===== src/rtl/cpu_mem_responder.sv =====
// cpu_mem_responder: 32x8 program/data memory target for the accumulator CPU.
// Read/write strobes are acknowledged after RD_WAIT/WR_WAIT wait states with a
// one-cycle registered mem_ack. A valid/ready loader port preloads words while
// the CPU is idle. Optional feature macro: CPU_MEM_PARITY_EN (per-word even
// parity with a sticky par_err flag).
`timescale 1ns/1ps
module cpu_mem_responder #(
    parameter int WORD_W  = 8,
    parameter int ADDR_W  = 5,
    parameter int RD_WAIT = 1,
    parameter int WR_WAIT = 1
) (
    input  logic              clk,
    input  logic              rst_n,
    input  logic [ADDR_W-1:0] mem_addr,
    input  logic              mem_rd,
    input  logic              mem_wr,
    input  logic [WORD_W-1:0] mem_wdata,
    output logic [WORD_W-1:0] mem_rdata,
    output logic              mem_ack,
    output logic              mem_err,
    input  logic              ld_valid,
    output logic              ld_ready,
    input  logic [ADDR_W-1:0] ld_addr,
    input  logic [WORD_W-1:0] ld_data,
    output logic              par_err
);
    localparam int DEPTH = 2 ** ADDR_W;

    typedef enum logic [2:0] {
        IDLE,
        RD_W,
        WR_W,
        RESP,
        ERR
    } state_t;

    state_t            state;
    logic [2:0]        wait_cnt;
    logic [ADDR_W-1:0] addr_q;
    logic [WORD_W-1:0] wdata_q;
    logic [WORD_W-1:0] mem [DEPTH];
`ifdef CPU_MEM_PARITY_EN
    logic              mem_par [DEPTH];
`endif

    logic              rd_commit;
    logic              wr_commit;
    logic              ld_write;
    logic [ADDR_W-1:0] acc_addr;
    logic [WORD_W-1:0] acc_wdata;

    // Loader is only served while idle and the CPU is not requesting.
    assign ld_ready = rst_n && (state == IDLE) && !mem_rd && !mem_wr;
    assign ld_write = ld_valid && ld_ready;

    // Decide whether the coming edge is the edge entering RESP; with zero wait
    // states that edge is the acceptance edge, so the live inputs are used.
    always_comb begin
        rd_commit = 1'b0;
        wr_commit = 1'b0;
        acc_addr  = addr_q;
        acc_wdata = wdata_q;
        if (rst_n) begin
            case (state)
                IDLE: begin
                    acc_addr  = mem_addr;
                    acc_wdata = mem_wdata;
                    if (mem_rd && !mem_wr && (RD_WAIT == 0)) rd_commit = 1'b1;
                    if (mem_wr && !mem_rd && (WR_WAIT == 0)) wr_commit = 1'b1;
                end
                RD_W:    if (wait_cnt == 3'd1) rd_commit = 1'b1;
                WR_W:    if (wait_cnt == 3'd1) wr_commit = 1'b1;
                default: ;
            endcase
        end
    end

    // Memory array (and parity bits): not reset; CPU write or loader write.
    always_ff @(posedge clk) begin
        if (wr_commit) begin
            mem[acc_addr] <= acc_wdata;
`ifdef CPU_MEM_PARITY_EN
            mem_par[acc_addr] <= ^acc_wdata;
`endif
        end else if (ld_write) begin
            mem[ld_addr] <= ld_data;
`ifdef CPU_MEM_PARITY_EN
            mem_par[ld_addr] <= ^ld_data;
`endif
        end
    end

    // Access FSM with registered ack/err/rdata (and sticky parity flag).
    always_ff @(posedge clk or negedge rst_n) begin
        if (!rst_n) begin
            state     <= IDLE;
            wait_cnt  <= '0;
            addr_q    <= '0;
            wdata_q   <= '0;
            mem_rdata <= '0;
            mem_ack   <= 1'b0;
            mem_err   <= 1'b0;
`ifdef CPU_MEM_PARITY_EN
            par_err   <= 1'b0;
`endif
        end else begin
            mem_ack <= 1'b0;
            mem_err <= 1'b0;
            if (rd_commit) begin
                mem_rdata <= mem[acc_addr];
`ifdef CPU_MEM_PARITY_EN
                if ((^mem[acc_addr]) != mem_par[acc_addr]) par_err <= 1'b1;
`endif
            end
            case (state)
                IDLE: begin
                    if (mem_rd || mem_wr) begin
                        addr_q  <= mem_addr;
                        wdata_q <= mem_wdata;
                        if (mem_rd && mem_wr) begin
                            state    <= ERR;
                            wait_cnt <= '0;
                            mem_ack  <= 1'b1;
                            mem_err  <= 1'b1;
                        end else if (mem_rd) begin
                            wait_cnt <= 3'(RD_WAIT);
                            if (RD_WAIT == 0) begin
                                state   <= RESP;
                                mem_ack <= 1'b1;
                            end else begin
                                state <= RD_W;
                            end
                        end else begin
                            wait_cnt <= 3'(WR_WAIT);
                            if (WR_WAIT == 0) begin
                                state   <= RESP;
                                mem_ack <= 1'b1;
                            end else begin
                                state <= WR_W;
                            end
                        end
                    end
                end
                RD_W, WR_W: begin
                    if (wait_cnt == 3'd1) begin
                        state    <= RESP;
                        wait_cnt <= '0;
                        mem_ack  <= 1'b1;
                    end else begin
                        wait_cnt <= wait_cnt - 3'd1;
                    end
                end
                RESP:    state <= IDLE;
                ERR:     state <= IDLE;
                default: state <= IDLE;
            endcase
        end
    end

`ifndef CPU_MEM_PARITY_EN
    assign par_err = 1'b0;
`endif

endmodule


===== config.mk =====
export PLATFORM = sky130hd
export DESIGN_NAME = cpu_mem_responder
export DESIGN_NICKNAME = d
export VERILOG_FILES = /design/src/rtl/cpu_mem_responder.sv
export SDC_FILE = /design/constraint.sdc
export NUM_CORES = 1
export LEC_CHECK = 0
export ABC_AREA = 1
export ABC_CLOCK_PERIOD_IN_PS = 3700
export CORE_MARGIN = 2
export CORE_UTILIZATION = 39
export CTS_CLUSTER_SIZE = 25
export DETAILED_ROUTE_END_ITERATION = 10
export HOLD_SLACK_MARGIN = 0.06
export PLACE_DENSITY = 0.54
export SYNTH_ARGS = -nofsm -noshare
export SYNTH_HDL_FRONTEND = slang
export SYNTH_SLANG_ARGS = --single-unit

===== constraint.sdc =====
create_clock -name clk -period 3.7 [get_ports clk]
set_clock_uncertainty 0.05 [all_clocks]
set_input_delay 0.74 -clock clk [delete_from_list [all_inputs] [get_ports clk]]
set_output_delay 0.74 -clock clk [all_outputs]
set_load 0.02 [all_outputs]

==> results of run 1 <==
[metal layers]
layer,up-vias,wire length (um),share of wire (%)
met5,-,0,0
met4,0,698,2.0
met3,45,2360,6.9
met2,257,16400,48
met1,4304,14700,43
li1,4368,-,-
[registers in the layout, indices dropped and copies added (netlist names)]
name / cells
mem_rdata: 8
addr_q: 5
mem_ack: 1
wdata_q: 8
mem: 256
mem_err: 1
state: 3
wait_cnt: 3
[worst max-delay path, cell delays in order]
cell                              delay (ps)
sky130_fd_sc_hd__clkdlybuf4s50_1         540
sky130_fd_sc_hd__inv_1                   100
sky130_fd_sc_hd__nor3_2                  230
sky130_fd_sc_hd__clkdlybuf4s50_1         650
[kinds of logic (layout without fill, tap and decap cells)]
group                    after synthesis  in the layout  synth area share (%)
flip-flops                           285            285                  65.6
other                                  1              1                0.0293
AND/OR/NAND/NOR                      667            667                  23.7
AO/OA/AOI/OAI                         33             33                  1.66
adder cells (fa/ha/maj)                2              2                 0.195
buffers and inverters                287            402                  8.79
[worst paths after layout]
kind	from	cells after the start	to	slack, ps
setup / recovery	rst_n	4	ld_ready	640
hold / removal	wdata_q[1]	2	wdata_q[1]	430
setup reg to reg	state[1]	11	mem_rdata[0]	840
hold reg to reg	wdata_q[1]	2	wdata_q[1]	430
max in group asynchronous	rst_n	2	wdata_q[5]	2700
min in group asynchronous	rst_n	2	mem_rdata[5]	610
[cell usage in the layout, fill, tap and decap left out, types with 29 or more instances in the layout]
cell type                           n
sky130_fd_sc_hd__nand3b_1          41
sky130_fd_sc_hd__clkdlybuf4s50_1   41
sky130_fd_sc_hd__nand2_1          313
sky130_fd_sc_hd__inv_1            226
sky130_fd_sc_hd__buf_4             63
sky130_fd_sc_hd__edfxtp_1         256
sky130_fd_sc_hd__clkbuf_16         35
sky130_fd_sc_hd__nand3_1          248
sky130_fd_sc_hd__dfrtp_1           29
sky130_fd_sc_hd__nor2_1            48
[cell type report]
cell class,count,area share (%)
flip-flops and latches,285,55.0
multi-input cells,703,22.3
repair buffers,111,6.69
clock buffers,39,5.82
inverters,230,5.64
well taps,442,3.61
clock inverters,22,0.956
[power by group through the flow]
stage                     clock network [uW]  logic, uW  registers [uW]
after global placement                     0       5170            4370
after detailed placement                   0       5200            4370
after CTS                               3180       5220            4310
after global routing                    3320       5680            4330
final                                   3120       5180            4310
after floorplan                            0       2930            4440
[through the flow]
step / worst slack [ps] / area (sq um)
after floorplan: 405 / 12800
after global placement: 204 / 14300
after detailed placement: 171 / 14300
after CTS: 626 / 15300
after global routing: 495 / 15300
final: 642 / 15300
==> flow_summary.ini, run 1 <==
[outcome]
status = finished clean

[setup_path]
worstPathArrival_ps = 2270
worstSetupStartpointType = input port
crit_required_ps = 2910
worstSetupPathType = input port to output port
cp-end-kind = output port
worstPathMaxFanout = 4

[synth]
yosys.cell_count.top_type = sky130_fd_sc_hd__nand2_1
yosys_reg_bits = 285
ys_dominant_reg_cell = sky130_fd_sc_hd__edfxtp_1
async_flop_share_pct = 10.2
post_synth_main_area_contributors = sky130_fd_sc_hd__edfxtp_1, sky130_fd_sc_hd__nand3_1, sky130_fd_sc_hd__nand2_1
synth_sequential_area_ratio_pct = 65.6
yosys.cell_types.count = 32
synth_edf_count = 256
syn-instance-count = 1275
mappedNetlistArea_sq_mm = 0.0128
syn-mean-instance-area_sq_um = 10.1
yosysWarnings = 0
synth.cells.most_frequent = sky130_fd_sc_hd__nand2_1, sky130_fd_sc_hd__edfxtp_1, sky130_fd_sc_hd__nand3_1
synth.top_cell.area_share_pct = 60.0
syn_nets = 1308
synth.largest_area_cell = sky130_fd_sc_hd__edfxtp_1

[pwr]
internal_power_uw = 7560
power.density_mw_per_mm2 = 823
leakagePower_uw = 0.00643
switching_power_of_the_nets_uw = 5050
power.switching_fraction_pct = 40.0
post-layout-total-power_uw = 12600
comb_power_share_pct = 41.1
power_frac_clock_pct = 24.7
ir_drop_mv = 0.585
seq_power_share_pct = 34.2

[sta]
finalCritPeriodShare_pct = 82.7
final-setup-viol-count = 0
post-route-min-period_ps = 3060
worst_max_slew_pin_slew_ps = 867
post_route_worst_hold_slack_ps = 429
unrepaired_setup_endpoints_after_global_routing = no
timing_hold_violations_final = 0
maxSlewHeadroom_pct = 42.2
maxSlewViolCount = 0
max_clock_freq_ghz = 0.327
final.setup.tns_ps = 0

[final_layout]
syn2layout_area_growth_pct = 19.4
finish.cell_count_without_fillers = 1832
regArea_sq_mm = 0.00841
fraction_of_final_layout_cells_sized_beyond_drive_strength_1_pct = 10.2
multi_input_comb_area_sq_mm = 0.00342
final_nets = 1398
antenna_cells_inserted = 0
postLayoutCoreUtil_pct = 47.2
num-fill-cells = 3068

[global_route]
grt_use_met3_pct = 3.99
gr-max-usage-layer = met2
number_of_antenna_violations_at_the_first_check_in_global_routing = 0
grt.met2_usage_pct = 33.7
gr-usage-met1_pct = 27.6
globalRouteOverflowTotal = 0
first_global_vias = 8807
grt_start_max_net_pins = 97
grt_pass1_wl_um = 52000
grt_use_total_pct = 20.4

[floorplanning]
boundaryPins = 43
core-area_sq_mm = 0.0325
rows = 66
dieWidth_um = 185
initial_core_util_pct = 39.5
floorplan.die_area_sq_mm = 0.0343
die_h_um = 185

[clocking]
cts-htree-levels = 2
holdBufCountCts = 0
clock_sinks = 285
post_cts_resize_count = 0
clock_latency_ps = 510
cts.repair_timing.setup_buffer_count = 0
clockRootBuffer = sky130_fd_sc_hd__clkbuf_16
clk_pin_slew_worst_setup_hold_paths_ps = 50
cts_max_path_buffers = 3
cts_buffers = 34
tritoncts = done

[hold_path]
min_path_type = register to register

[route]
route.detailed.wl_per_inst_um = 18.7
drt_iter0_drc = 807
routed_via_density = 4.90
ant_nets = 0
vias = 8974
detail_route.first_pass.iterations = 5
detail_route.drc_violations = 0
detail_route.wirelength_um = 34200

[flow_run]
maxCapViolations = 0

[placed_design]
hpwl_um = 21100
finalWeightedCongestion = 0.835
io_buffer_count = 41
dp_cells = 1771
No activity file was read; power rests on OpenSTA's default activity.
==> run 2: changes to the inputs <==
--- a/config.mk
+++ b/config.mk
@@ -6,7 +6,7 @@
 export NUM_CORES = 1
 export LEC_CHECK = 0
 export ABC_AREA = 1
-export ABC_CLOCK_PERIOD_IN_PS = 3700
+export ABC_CLOCK_PERIOD_IN_PS = 2950
 export CORE_MARGIN = 2
 export CORE_UTILIZATION = 39
 export CTS_CLUSTER_SIZE = 25
==> constraint.sdc (replaced) <==
create_clock -name clk -period 2.95 [get_ports clk]
set_clock_uncertainty 0.05 [all_clocks]
set_input_delay 0.59 -clock clk [delete_from_list [all_inputs] [get_ports clk]]
set_output_delay 0.59 -clock clk [all_outputs]
set_load 0.02 [all_outputs]
==> run 2 against run 1 <==
Compared with the run above:
- clock-buffer cell count rose by 4
- worst setup slack got worse by 200 ps
- sequential power is 25% higher
- flip-flop and latch count stayed put
- routed wire length about the same
- first-iteration DRC count down 0.74%
- critical path depth grew 7
- final cell count rose by 1.6%
- critical path type is now input port to register
- register-to-register slack got worse by 400 ps
==> flow_summary.ini, run 2 (synthesis gave the netlist of run 1 again) <==
[setup_path]
worstSetupPathType = input port to register
worstPathArrival_ps = 2740
crit_required_ps = 3180
cp-end-kind = register
worstPathMaxFanout = 8
worstSetupStartpointType = input port

[pwr]
internal_power_uw = 10000
switching_power_of_the_nets_uw = 6440
comb_power_share_pct = 44.1
leakagePower_uw = 0.00668
power.switching_fraction_pct = 39.1
power_frac_clock_pct = 23.2
power.density_mw_per_mm2 = 1040
seq_power_share_pct = 32.8
ir_drop_mv = 0.718

[route]
detail_route.wirelength_um = 34200
detail_route.drc_violations = 0
ant_nets = 0
routed_via_density = 4.89
detail_route.first_pass.iterations = 5
drt_iter0_drc = 801
route.detailed.wl_per_inst_um = 18.4
vias = 9097

[global_route]
number_of_antenna_violations_at_the_first_check_in_global_routing = 2
grt_start_max_net_pins = 62
globalRouteOverflowTotal = 0
first_global_vias = 8881
grt_pass1_wl_um = 51900
grt_use_total_pct = 20.4

[sta]
maxSlewViolCount = 0
final-setup-viol-count = 0
worst_max_slew_pin_slew_ps = 742
post-route-min-period_ps = 2510
timing_hold_violations_final = 0
final.setup.tns_ps = 0
maxSlewHeadroom_pct = 50.1
finalCritPeriodShare_pct = 85.1
timing.final.ws_setup_ps = 439
unrepaired_setup_endpoints_after_global_routing = no
max_clock_freq_ghz = 0.398

[clocking]
cts-htree-levels = 1
tritoncts = done
clock_sinks = 285
cts.repair_timing.setup_buffer_count = 0
clk_pin_slew_worst_setup_hold_paths_ps = 60
clockRootBuffer = sky130_fd_sc_hd__clkbuf_16
cts_buffers = 31
cts_max_path_buffers = 3
clock_latency_ps = 570

[final_layout]
largest-register = mem
num-fill-cells = 2999
final_nets = 1428
multi_input_comb_area_sq_mm = 0.00342
final_common_cell = sky130_fd_sc_hd__nand2_1
layout.cells.most_common_list = sky130_fd_sc_hd__nand2_1, sky130_fd_sc_hd__edfxtp_1, sky130_fd_sc_hd__nand3_1
syn2layout_area_growth_pct = 23.1
regArea_sq_mm = 0.00841
largest_reg_flops = 256
fraction_of_final_layout_cells_sized_beyond_drive_strength_1_pct = 12.6
layout_top_registers = mem (256), mem_rdata (8), wdata_q (8)
antenna_cells_inserted = 0

[flow_run]
maxCapViolations = 0

[floorplanning]
initial_core_util_pct = 39.5
floorplan.die_area_sq_mm = 0.0343
boundaryPins = 43
core-area_sq_mm = 0.0325
dieWidth_um = 185
rows = 66
die_h_um = 185

[placed_design]
preCtsSetupSlack_ps = -144
finalWeightedCongestion = 0.859
io_buffer_count = 41
hpwl_um = 22700

[hold_path]
min_path_type = input port to async pin

[outcome]
status = finished clean
-- run 2: cell count changes in the layout (fill, tap and decap cells not counted), moves of 2 or more --
cell | previous run | this run
sky130_fd_sc_hd__buf_4 | 63 | 76
sky130_fd_sc_hd__clkinv_2 | 5 | 7
sky130_fd_sc_hd__clkbuf_16 | 35 | 31
sky130_fd_sc_hd__clkbuf_8 | 0 | 3
sky130_fd_sc_hd__buf_12 | 7 | 27
sky130_fd_sc_hd__clkinv_1 | 15 | 3
sky130_fd_sc_hd__clkbuf_1 | 4 | 9
-- run 2: power by group through the flow --
stage / Clock [uW] / Sequential, uW / Combinational (uW)
global placement: 0 / 5470 / 7250
floorplan: 0 / 5570 / 3680
detailed placement: 0 / 5470 / 7280
CTS: 3900 / 5390 / 7310
finish: 3810 / 5390 / 7260
global route: 4030 / 5420 / 7930
-- run 2: final timing paths --
| check | start | to | slack (ps) | cells after the start |
|---|---|---|---|---|
| worst min register to register | wdata_q[6] | wdata_q[6] | 430 | 2 |
| min in group clk | wdata_q[6] | wdata_q[6] | 430 | 2 |
| max in group asynchronous | rst_n | mem_ack | 1940 | 3 |
| worst max register to register | state[1] | mem[31][6] | 440 | 11 |
| worst max-delay path | rst_n | mem[31][6] | 440 | 11 |
| worst min-delay path | rst_n | addr_q[0] | 370 | 2 |
-- run 2: worst max-delay path, stage by stage --
cell	delay (ps)
sky130_fd_sc_hd__clkdlybuf4s50_1	550
sky130_fd_sc_hd__inv_1	100
sky130_fd_sc_hd__nor3_2	220
sky130_fd_sc_hd__nand2_2	150
sky130_fd_sc_hd__buf_12	160
sky130_fd_sc_hd__o21ai_1	180
sky130_fd_sc_hd__inv_1	80
sky130_fd_sc_hd__nor2_1	140
sky130_fd_sc_hd__nand2_1	200
sky130_fd_sc_hd__nor2_1	160
sky130_fd_sc_hd__buf_4	190
-- run 2: area by class of cell --
cell class	instances	area share (%)
inverters	230	5.47
clock inverters	15	1.01
clock buffers	43	5.39
multi-input cells	703	21.7
repair buffers	144	9.66
well taps	442	3.50
flip-flops and latches	285	53.3
-- run 2: layer usage --
| layer | up-vias | track usage (%) | routed length (um) |
|---|---|---|---|
| li1 | 4441 | - | - |
| met2 | 233 | 35.0 | 16700 |
| met4 | 0 | 5.02 | 687 |
| met3 | 50 | 3.05 | 1890 |
| met1 | 4373 | 27.3 | 15000 |
| met5 | - | 0 | 0 |
-- run 2: timing repair --
item | CTS | global route
resized for setup | 0 | 1
hold buffers | 0 | 0
setup endpoints to repair | 0 | 1
endpoints found under the hold margin | 0 | 0
-- run 2: through the flow --
step / power [uW] / util, % / std cells / hold WS [ps] / area [sq um]
3_5_place_dp: 12800 / 45.5 / 1804 / 415 / 14800
2_1_floorplan: 9250 / - / 1275 / 244 / 12800
6_report: 16500 / 48.6 / 1862 / 373 / 15800
5_1_grt: 17400 / 48.6 / 1862 / 367 / 15800
3_3_place_gp: 12700 / 45.5 / 1804 / 412 / 14800
4_1_cts: 16600 / 48.6 / 1862 / 363 / 15800
